===== config.mk =====
export PLATFORM = sky130hd
export DESIGN_NAME = vc_link_arbiter_flat
export DESIGN_NICKNAME = d
export VERILOG_FILES = /design/src/rtl/ravenoc_pkg.sv /design/src/rtl/vc_link_arbiter_if.sv /design/src/rtl/vc_link_arbiter_rr_arbiter.sv /design/src/rtl/vc_link_arbiter.sv /design/src/flat_wrapper.sv
export SDC_FILE = /design/constraint.sdc
export NUM_CORES = 1
export LEC_CHECK = 0
export BUFFER_PORTS_ARGS = -buffer_cell sky130_fd_sc_hd__buf_2
export CAP_MARGIN = 0
export CORE_UTILIZATION = 23
export CTS_CLUSTER_DIAMETER = 100
export DETAILED_ROUTE_END_ITERATION = 12
export HOLD_SLACK_MARGIN = 0.06
export PLACE_DENSITY = 0.55
export SLEW_MARGIN = 20
export SYNTH_ARGS = -nofsm -noshare
export SYNTH_HDL_FRONTEND = slang
export SYNTH_SLANG_ARGS = --single-unit

===== constraint.sdc =====
create_clock -name clk -period 4.76 [get_ports clk]
set_input_delay 0.476 -clock clk [delete_from_list [all_inputs] [get_ports clk]]
set_output_delay 0.476 -clock clk [all_outputs]
set_load 0.05 [all_outputs]

===== src/rtl/ravenoc_pkg.sv =====
// Shared router parameters and small helpers for the link arbiter slice.
package ravenoc_pkg;

    localparam int unsigned N_VIRT_CHN  = 3;
    localparam int unsigned FLIT_WIDTH  = 34;
    localparam int unsigned FLIT_BUFF   = 4;
    localparam int unsigned VC_ID_WIDTH = (N_VIRT_CHN > 1) ? $clog2(N_VIRT_CHN) : 1;

    typedef logic [VC_ID_WIDTH-1:0] vc_id_t;
    typedef logic [FLIT_WIDTH-1:0]  flit_t;

    // Modulo-n increment used for round-robin pointer advance.
    function automatic int unsigned wrap_inc(input int unsigned v, input int unsigned n);
        return (v + 1 >= n) ? 0 : v + 1;
    endfunction

endpackage


===== src/rtl/vc_link_arbiter_if.sv =====
// VC buffer pop side plus output link, grouped as one bundle.
interface vc_link_arbiter_if
    import ravenoc_pkg::*;
#(
    parameter int unsigned N_VIRT_CHN  = ravenoc_pkg::N_VIRT_CHN,
    parameter int unsigned FLIT_WIDTH  = ravenoc_pkg::FLIT_WIDTH,
    parameter int unsigned VC_ID_WIDTH = (N_VIRT_CHN > 1) ? $clog2(N_VIRT_CHN) : 1
);
    logic [N_VIRT_CHN-1:0][FLIT_WIDTH-1:0] vc_fdata_i;
    logic [N_VIRT_CHN-1:0]                 vc_valid_i;
    logic [N_VIRT_CHN-1:0]                 vc_ready_o;
    logic [N_VIRT_CHN-1:0]                 credit_i;
    logic [FLIT_WIDTH-1:0]                 fdata_o;
    logic                                  valid_o;
    logic [VC_ID_WIDTH-1:0]                vc_id_o;
    logic                                  error_o;

    modport master (
        input  vc_fdata_i, vc_valid_i, credit_i,
        output vc_ready_o, fdata_o, valid_o, vc_id_o, error_o
    );

    modport slave (
        output vc_fdata_i, vc_valid_i, credit_i,
        input  vc_ready_o, fdata_o, valid_o, vc_id_o, error_o
    );
endinterface


===== src/rtl/vc_link_arbiter_rr_arbiter.sv =====
// N-input round-robin arbiter: scans upward from ptr, wrapping, and grants the first requester.
module rr_arbiter #(
    parameter int unsigned N  = 3,
    parameter int unsigned IW = (N > 1) ? $clog2(N) : 1
) (
    input  logic [N-1:0]  req,
    input  logic [IW-1:0] ptr,
    output logic [N-1:0]  gnt,
    output logic [IW-1:0] gnt_idx,
    output logic          gnt_any
);

    int unsigned c;

    // First requester at or after ptr wins; later matches are ignored.
    always_comb begin
        gnt     = '0;
        gnt_idx = '0;
        gnt_any = 1'b0;
        c       = 0;
        for (int unsigned k = 0; k < N; k++) begin
            c = 32'(ptr) + k;
            if (c >= N) c = c - N;
            if (!gnt_any && req[c]) begin
                gnt_any = 1'b1;
                gnt[c]  = 1'b1;
                gnt_idx = IW'(c);
            end
        end
    end

endmodule


===== src/rtl/vc_link_arbiter.sv =====
// Shares one flit link among VC buffers with per-VC credit tracking and round-robin grant.
module vc_link_arbiter
    import ravenoc_pkg::*;
#(
    parameter int unsigned N_VIRT_CHN = ravenoc_pkg::N_VIRT_CHN,
    parameter int unsigned FLIT_WIDTH = ravenoc_pkg::FLIT_WIDTH,
    parameter int unsigned FLIT_BUFF  = ravenoc_pkg::FLIT_BUFF
) (
    input logic              clk,
    input logic              arst,
    vc_link_arbiter_if.master lnk
);

    localparam int unsigned IW = (N_VIRT_CHN > 1) ? $clog2(N_VIRT_CHN) : 1;
    localparam int unsigned CW = $clog2(FLIT_BUFF + 1);
    localparam logic [CW-1:0] CRED_MAX = CW'(FLIT_BUFF);

    logic [N_VIRT_CHN-1:0] elig;
    logic [N_VIRT_CHN-1:0] gnt;
    logic [N_VIRT_CHN-1:0] ovf;
    logic                  gnt_any;
    logic [IW-1:0]         gnt_idx;
    logic [IW-1:0]         rr_ptr;
    logic [CW-1:0]         credit_cnt [N_VIRT_CHN];

    logic [FLIT_WIDTH-1:0] fdata_q;
    logic                  valid_q;
    logic [IW-1:0]         vc_id_q;
    logic                  error_q;

    rr_arbiter #(.N(N_VIRT_CHN), .IW(IW)) u_rr_arbiter (
        .req     (elig),
        .ptr     (rr_ptr),
        .gnt     (gnt),
        .gnt_idx (gnt_idx),
        .gnt_any (gnt_any)
    );

    // Pop strobe is the live grant, suppressed while reset is held.
    assign lnk.vc_ready_o = arst ? '0 : gnt;

    for (genvar v = 0; v < N_VIRT_CHN; v++) begin : g_cred
        assign elig[v] = lnk.vc_valid_i[v] && (credit_cnt[v] != '0);
        assign ovf[v]  = lnk.credit_i[v] && !gnt[v] && (credit_cnt[v] == CRED_MAX);

        // Grant consumes a downstream slot, credit returns one; both together cancel.
        always_ff @(posedge clk) begin
            if (arst) begin
                credit_cnt[v] <= CRED_MAX;
            end else begin
                case ({gnt[v], lnk.credit_i[v]})
                    2'b10:   credit_cnt[v] <= credit_cnt[v] - CW'(1);
                    2'b01:   if (credit_cnt[v] != CRED_MAX) credit_cnt[v] <= credit_cnt[v] + CW'(1);
                    default: credit_cnt[v] <= credit_cnt[v];
                endcase
            end
        end
    end

    // Link register and round-robin pointer; data and id hold when idle.
    always_ff @(posedge clk) begin
        if (arst) begin
            valid_q <= 1'b0;
            fdata_q <= '0;
            vc_id_q <= '0;
            rr_ptr  <= '0;
        end else begin
            valid_q <= gnt_any;
            if (gnt_any) begin
                fdata_q <= lnk.vc_fdata_i[gnt_idx];
                vc_id_q <= gnt_idx;
                rr_ptr  <= IW'(wrap_inc(32'(gnt_idx), N_VIRT_CHN));
            end
        end
    end

    // Sticky flag for a credit returned to an already-full counter.
    always_ff @(posedge clk) begin
        if (arst) begin
            error_q <= 1'b0;
        end else if (ovf != '0) begin
            error_q <= 1'b1;
        end
    end

    assign lnk.fdata_o = fdata_q;
    assign lnk.valid_o = valid_q;
    assign lnk.vc_id_o = vc_id_q;
    assign lnk.error_o = error_q;

    credit_overflow: assert property (@(posedge clk) disable iff (arst) ovf == '0)
        else $warning("vc_link_arbiter: credit overflow, vc mask %b", ovf);

endmodule


===== src/flat_wrapper.sv =====
// flat-port wrapper written by rule: the top's interface ports become plain ports
module vc_link_arbiter_flat import ravenoc_pkg::*;
#(
    parameter int unsigned N_VIRT_CHN = ravenoc_pkg::N_VIRT_CHN,
    parameter int unsigned FLIT_WIDTH = ravenoc_pkg::FLIT_WIDTH,
    parameter int unsigned FLIT_BUFF  = ravenoc_pkg::FLIT_BUFF
)
  (clk, arst, lnk_vc_fdata_i, lnk_vc_valid_i, lnk_credit_i, lnk_vc_ready_o, lnk_fdata_o, lnk_valid_o, lnk_vc_id_o, lnk_error_o);
  vc_link_arbiter_if #(.N_VIRT_CHN(N_VIRT_CHN), .FLIT_WIDTH(FLIT_WIDTH)) lnk_i ();
  input logic clk;
  input logic arst;
  input wire logic [$bits(lnk_i.vc_fdata_i)-1:0] lnk_vc_fdata_i;
  input wire logic [$bits(lnk_i.vc_valid_i)-1:0] lnk_vc_valid_i;
  input wire logic [$bits(lnk_i.credit_i)-1:0] lnk_credit_i;
  output wire logic [$bits(lnk_i.vc_ready_o)-1:0] lnk_vc_ready_o;
  output wire logic [$bits(lnk_i.fdata_o)-1:0] lnk_fdata_o;
  output wire logic [$bits(lnk_i.valid_o)-1:0] lnk_valid_o;
  output wire logic [$bits(lnk_i.vc_id_o)-1:0] lnk_vc_id_o;
  output wire logic [$bits(lnk_i.error_o)-1:0] lnk_error_o;
  assign lnk_i.vc_fdata_i = lnk_vc_fdata_i;
  assign lnk_i.vc_valid_i = lnk_vc_valid_i;
  assign lnk_i.credit_i = lnk_credit_i;
  assign lnk_vc_ready_o = lnk_i.vc_ready_o;
  assign lnk_fdata_o = lnk_i.fdata_o;
  assign lnk_valid_o = lnk_i.valid_o;
  assign lnk_vc_id_o = lnk_i.vc_id_o;
  assign lnk_error_o = lnk_i.error_o;
  vc_link_arbiter #(.N_VIRT_CHN(N_VIRT_CHN), .FLIT_WIDTH(FLIT_WIDTH), .FLIT_BUFF(FLIT_BUFF)) u_core (.clk(clk), .arst(arst), .lnk(lnk_i));
endmodule

==> results of run 1 <==
## worst min-delay path, stage by stage
cell	delay, ps
buf_2	90
nand2_1	60
a221oi_2	50
## layout by cell type (no fill, tap or decap), types with 4 or more instances in the layout
master and n:
edfxtp_1 9, a31oi_1 6, nand3_1 5, a21oi_1 11, clkbuf_16 5, and2_1 4
ha_1 16, nor3_1 6, a221oi_1 12, nand3b_1 5, dfxtp_1 40, buf_2 150
nor2_1 14, o21bai_1 8, a211oi_1 4, a221oi_2 50, inv_1 52, nor2b_1 4
nand2_1 49
## flip-flops by register name (all words and copies together), names as in the netlist
signal and flops:
u_core.lnk.fdata_o 34, u_core.credit_cnt 9, u_core.lnk.vc_id_o 2, u_core.rr_ptr 2
u_core.lnk.error_o 1, u_core.lnk.valid_o 1
## layout make-up
class                   instances  area (µm²)  area share
clock buffers                   7       132.6     0.02988
clock inverters                 1       3.754   0.0008455
inverters                      52       195.2     0.04397
multi-input cells             232        2006      0.4518
flip-flops and latches         49        1071      0.2413
well taps                     184       230.2     0.05186
repair buffers                154       800.8      0.1804
## metal layers
metal | global-route usage | wire, µm | up-vias
met5 | 0 | 13 | -
met4 | 0.04464 | 209 | 2
met3 | 0.03434 | 669 | 22
met2 | 0.2099 | 4521 | 114
met1 | 0.1354 | 4058 | 1482
li1 | - | - | 1607
## final timing paths
path | start | end | slack (ps) | cells after the start
min reg2reg | u_core.lnk.fdata_o[15] | u_core.lnk.fdata_o[15] | 460 | 2
max reg2reg | u_core.rr_ptr[0] | u_core.credit_cnt[2][2] | 1240 | 13
min | lnk_vc_fdata_i[7] | u_core.lnk.fdata_o[7] | 430 | 3
max | u_core.rr_ptr[0] | u_core.credit_cnt[2][2] | 1240 | 13
## cells by family (layout without fill, tap and decap cells)
kind of cell    after synthesis  count (layout)  synth area share
buf+inv                      80             214            0.1103
fa+ha+maj                    18              18           0.06757
simple gates                 95              95            0.1264
mux                           1               1          0.002922
xor+xnor                      1               1          0.002557
compound gates              117             117            0.3777
flops                        49              49            0.3126
## where the power goes
| group | internal [mW] | switching (mW) | leakage, nW |
|---|---|---|---|
| registers | 0.637 | 0.119 | 0.420 |
| logic | 0.760 | 1.61 | 1.50 |
| clock network | 0.194 | 0.151 | 0.0655 |
| total | 1.59 | 1.88 | 1.99 |
==> flow_summary.yaml, run 1 <==
status:
  run_status: "complete, no violations"
detailed_routing:
  dr_total_vias: 3227
  routed_wl_um: 9472
  ant_nets: 0
  viasPerCell: 4.753
  drcViolationCount: 0
  drt_iter0_drc: 104
  drtPass1Iterations: 4
  wl_per_cell_um: 13.95
setup_path:
  cp_top_family: "adder cells"
  critPathBufInv: 1
  worst_path_largest_cell_delay_ps: 490
  cp_max_fo: 10
  cp-start-kind: "register"
  cp.arrival_ps: 3560
  crit_type: "reg -> reg"
  path_cells: "inv_1 -> ha_1 -> nor2b_1 -> a32oi_1 -> a2bb2oi_1 -> o21ai_0 -> a221oi_1 -> ha_1 -> nand3b_1 -> fa_1 -> xnor2_1 -> nor2_1 -> mux2i_1"
  crit_required_ps: 4800
  cpMostUsedCell: "ha_1"
  cp_slowest_cell: "a221oi_1"
  critPathCaptureType: "register"
placement:
  place_area_um2: 4275
  gp_congestion: 0.7683
  dp_cells: 670
  io_buffers: 150
  detailed_place_hpwl_um: 6976
  pre_cts_slack_ps: 1288
floorplanning:
  io_pins: 151
  start_util: 0.2357
  core_um2: 14530
  num_rows: 44
  dieArea_um2: 15390
  die_y_um: 124.0
  fp.dieW_um: 124.0
pwr:
  power.leakage_nw: 1.990
  p_per_area_nw_per_um2: 781.7
  max-vdd-ir-drop_v: 0.0002745
  power_mw: 3.470
clock_network:
  cts_hold_buffers: 0
  cts_resized: 0
  path_clk_slew_ps: 60
  clock_sinks: 49
  cts_made_buffers: 5
  cts_tree: "built"
  clockRootBuffer: "clkbuf_16"
  ctsLongestPathBuffers: 2
  ctsHtreeMaxLevel: 2
  worstSkewPairLatency_ps: 290
  post_cts.repair.setup_buffers: 0
cells_and_area:
  fillers: 1553
  area_growth_syn_to_layout_pct: 29.58
  fin_nets: 621
  final_util: 0.3054
  final_cells: 679
  drive_above_1_share: 0.4424
  diodes: 0
  fin_area_um2: 4439
timing:
  finalSetupTns_ps: 0
  max_freq_mhz: 283.8
  report.final.slew_viol_count: 0
  hold_ws_ps: 433.9
  slew_headroom: 0.2752
  rsz0062_at_grt: "false"
  setup_ws_ps: 1237
  period_needed_ps: 3523
  hold_viol: 0
  fin_skew_ps: 3.797
  tightest_slew_ps: 1087
  setup_violations: 0
  min_period_over_period: 0.7402
yosys:
  async_flop_share: 0
  netlist_area_um2: 3426
  synth_top_area_share: 0.2337
  netlist_instances: 361
  avgSynthCellArea_um2: 9.490
  synth.area.top_cells: "dfxtp_1 23%, a221oi_2 22%, edfxtp_1 7.9%"
  synth_top_cells_by_count: "52 x inv_1, 50 x a221oi_2, 49 x nand2_1"
  synth_most_common_cell: "inv_1"
  ys_ff_latch: 49
  synth_area_leader_cell: "dfxtp_1"
  synth.net_count: 488
  ys.warnings.count: 0
  synth_edf_count: 9
  ys_seq_area_frac: 0.3126
  ys.flop_type: "dfxtp_1"
  synth.distinct_cells: 46
global_route:
  grt_pass1_vias: 3074
  grt_overflow: 0
  grt_start_max_net_pins: 74
  antenna_found_initial: 1
  grt.total_usage: 0.1193
  grt_pass1_wl_um: 14290
worst_hold_path:
  hold_class: "in -> reg"
run:
  max_cap_viol_count: 0
No activity file was read; power rests on OpenSTA's default activity.
==> run 2, diff against run 1 <==
Settings changed: PLACE_DENSITY 0.55 to 0.56.
Clock period 4.76 ns to 3.2 ns, I/O delays scaled along.
==> run 2 against run 1 <==
Effect of this change: clock skew rose by 3.7 ps; flip-flop and latch count did not move; global-route usage hardly changed; final cell count grew 2.2%; core utilization up 1.3 points; final area increased by 4.3%; combinational power rose by 57%; fmax rose by 14%; wire length up 3.1%; via count grew 1.1%; power up 58%; sequential power grew 49%; largest cell class unchanged.
==> flow_summary.yaml, run 2 (synthesis results as in run 1) <==
status:
  run_status: "complete, no violations"
clock_network:
  clock_sinks: 49
  clockRootBuffer: "clkbuf_16"
  worstSkewPairLatency_ps: 300
  path_clk_slew_ps: 70
  ctsLongestPathBuffers: 2
  ctsHtreeMaxLevel: 2
  cts_hold_buffers: 0
  cts_tree: "built"
  cts_made_buffers: 5
worst_hold_path:
  holdPathEnd: "u_core.lnk.fdata_o[9]"
  hold_class: "in -> reg"
  hold_depth: 3
  hold_start: "lnk_vc_fdata_i[9]"
setup_path:
  critPathBufInv: 2
  worst_path_largest_cell_delay_ps: 470
  cp.arrival_ps: 3130
  crit_required_ps: 3250
  crit_type: "reg -> reg"
  cp_top_family: "simple AND/OR/NAND/NOR gates"
  cp_max_fo: 6
  r2r-end: "u_core.credit_cnt[1][2]"
  critPathCaptureType: "register"
  cp_slowest_cell: "or4_1"
  rrSetupSlack_ps: 120
  path_cells: "inv_1 -> ha_1 -> nand2b_1 -> nand2_1 -> or4_1 -> o32ai_2 -> a22oi_1 -> inv_1 -> ha_1 -> nor3b_1 -> nor3_1 -> a311o_1"
  ff2ff_path_depth: 12
  timing.rr.start: "u_core.credit_cnt[0][0]"
  cp-start-kind: "register"
detailed_routing:
  wl_per_cell_um: 14.07
  routed_wl_um: 9766
  drtPass1Iterations: 4
  ant_nets: 0
  dr_total_vias: 3261
  drt_iter0_drc: 84
  viasPerCell: 4.699
  drcViolationCount: 0
global_route:
  grt_overflow: 0
  grt_start_max_net_pins: 34
  grt_pass1_vias: 2898
  antenna_found_initial: 0
  grt.total_usage: 0.1188
  grt_pass1_wl_um: 14030
timing:
  period_needed_ps: 3080
  hold_viol: 0
  report.final.slew_viol_count: 0
  slew_headroom: 0.6148
  max_freq_mhz: 324.7
  tightest_slew_ps: 577.9
  setup_ws_ps: 119.9
  setup_violations: 0
  min_period_over_period: 0.9625
  fin_skew_ps: 7.460
pwr:
  power.leakage_nw: 2.097
  power_mw: 5.467
  p_per_area_nw_per_um2: 1181
  max-vdd-ir-drop_v: 0.0004474
floorplanning:
  core_um2: 14530
  start_util: 0.2357
  io_pins: 151
  dieArea_um2: 15390
  die_y_um: 124.0
  num_rows: 44
  fp.dieW_um: 124.0
cells_and_area:
  fin_nets: 636
  area_growth_syn_to_layout_pct: 35.17
  layout_common_cells: "150 x buf_2, 52 x inv_1, 52 x a221oi_2"
  diodes: 0
  fin_area_um2: 4631
  final_cells: 694
  drive_above_1_share: 0.4784
  final_common_cell: "buf_2"
  largest_register_ffs: 34
placement:
  dp_cells: 686
  place_area_um2: 4420
  io_buffers: 150
  pre_cts_slack_ps: 94.22
  detailed_place_hpwl_um: 7327
  gp_congestion: 0.9253
run:
  max_cap_viol_count: 0
==> run 2: cell count changes in the layout (fill, tap and decap cells not counted), sizes merged <==
cell,delta
buf,+15
bufinv,+1
clkinv,-1
==> run 2: report_power, final <==
group	switching [mW]	total [mW]	leakage (nW)	internal, mW
registers	0.178	1.13	0.420	0.948
clock network	0.241	0.632	0.0841	0.391
logic	2.45	3.71	1.59	1.26
==> run 2: metrics by stage <==
stage	TNS (ps)	utilization	hold WS (ps)
CTS	0	0.3160	260.7
global route	-115.0	0.3186	265.3
floorplan	0	-	472.9
detailed placement	0	0.3041	450.5
finish	0	0.3186	276.5
global placement	0	0.3041	443.6
==> run 2: tightest hold or removal path, stage by stage <==
cell and delay, ps:
buf_2 90, nand2_1 60, a221oi_2 50
==> run 2: worst max path at each step <==
stage,from,to,slack [ps],depth (start not counted)
after floorplan,u_core.rr_ptr[0],u_core.credit_cnt[2][2],100,14
after global placement,u_core.rr_ptr[0],u_core.credit_cnt[2][2],150,13
after detailed placement,u_core.credit_cnt[1][0],u_core.credit_cnt[0][2],90,12
after CTS,u_core.credit_cnt[1][0],u_core.credit_cnt[0][2],80,12
after global routing,u_core.credit_cnt[0][0],u_core.credit_cnt[1][2],-70,12
final,u_core.credit_cnt[0][0],u_core.credit_cnt[1][2],120,12
==> run 2: layout make-up <==
class,count,area [µm²]
clock buffers,7,142.6
clock inverters,1,30.03
fillers,1527,9903
inverters,52,195.2
multi-input cells,232,2043
flip-flops and latches,49,1071
well taps,184,230.2
repair buffers,169,918.4
==> run 2: metal layers <==
layer / track usage / share of wire / vias to the layer above
li1: - / - / 1630
met1: 0.1479 / 0.45 / 1518
met2: 0.1954 / 0.48 / 101
met3: 0.02885 / 0.056 / 12
met4: 0.04762 / 0.015 / 0
met5: 0 / 0 / -
==> run 2: timing repair <==
| action | CTS | global route |
|---|---|---|
| resized for setup | 0 | 9 |
| setup buffers | 0 | 0 |
| endpoints found under the setup margin | 0 | 13 |
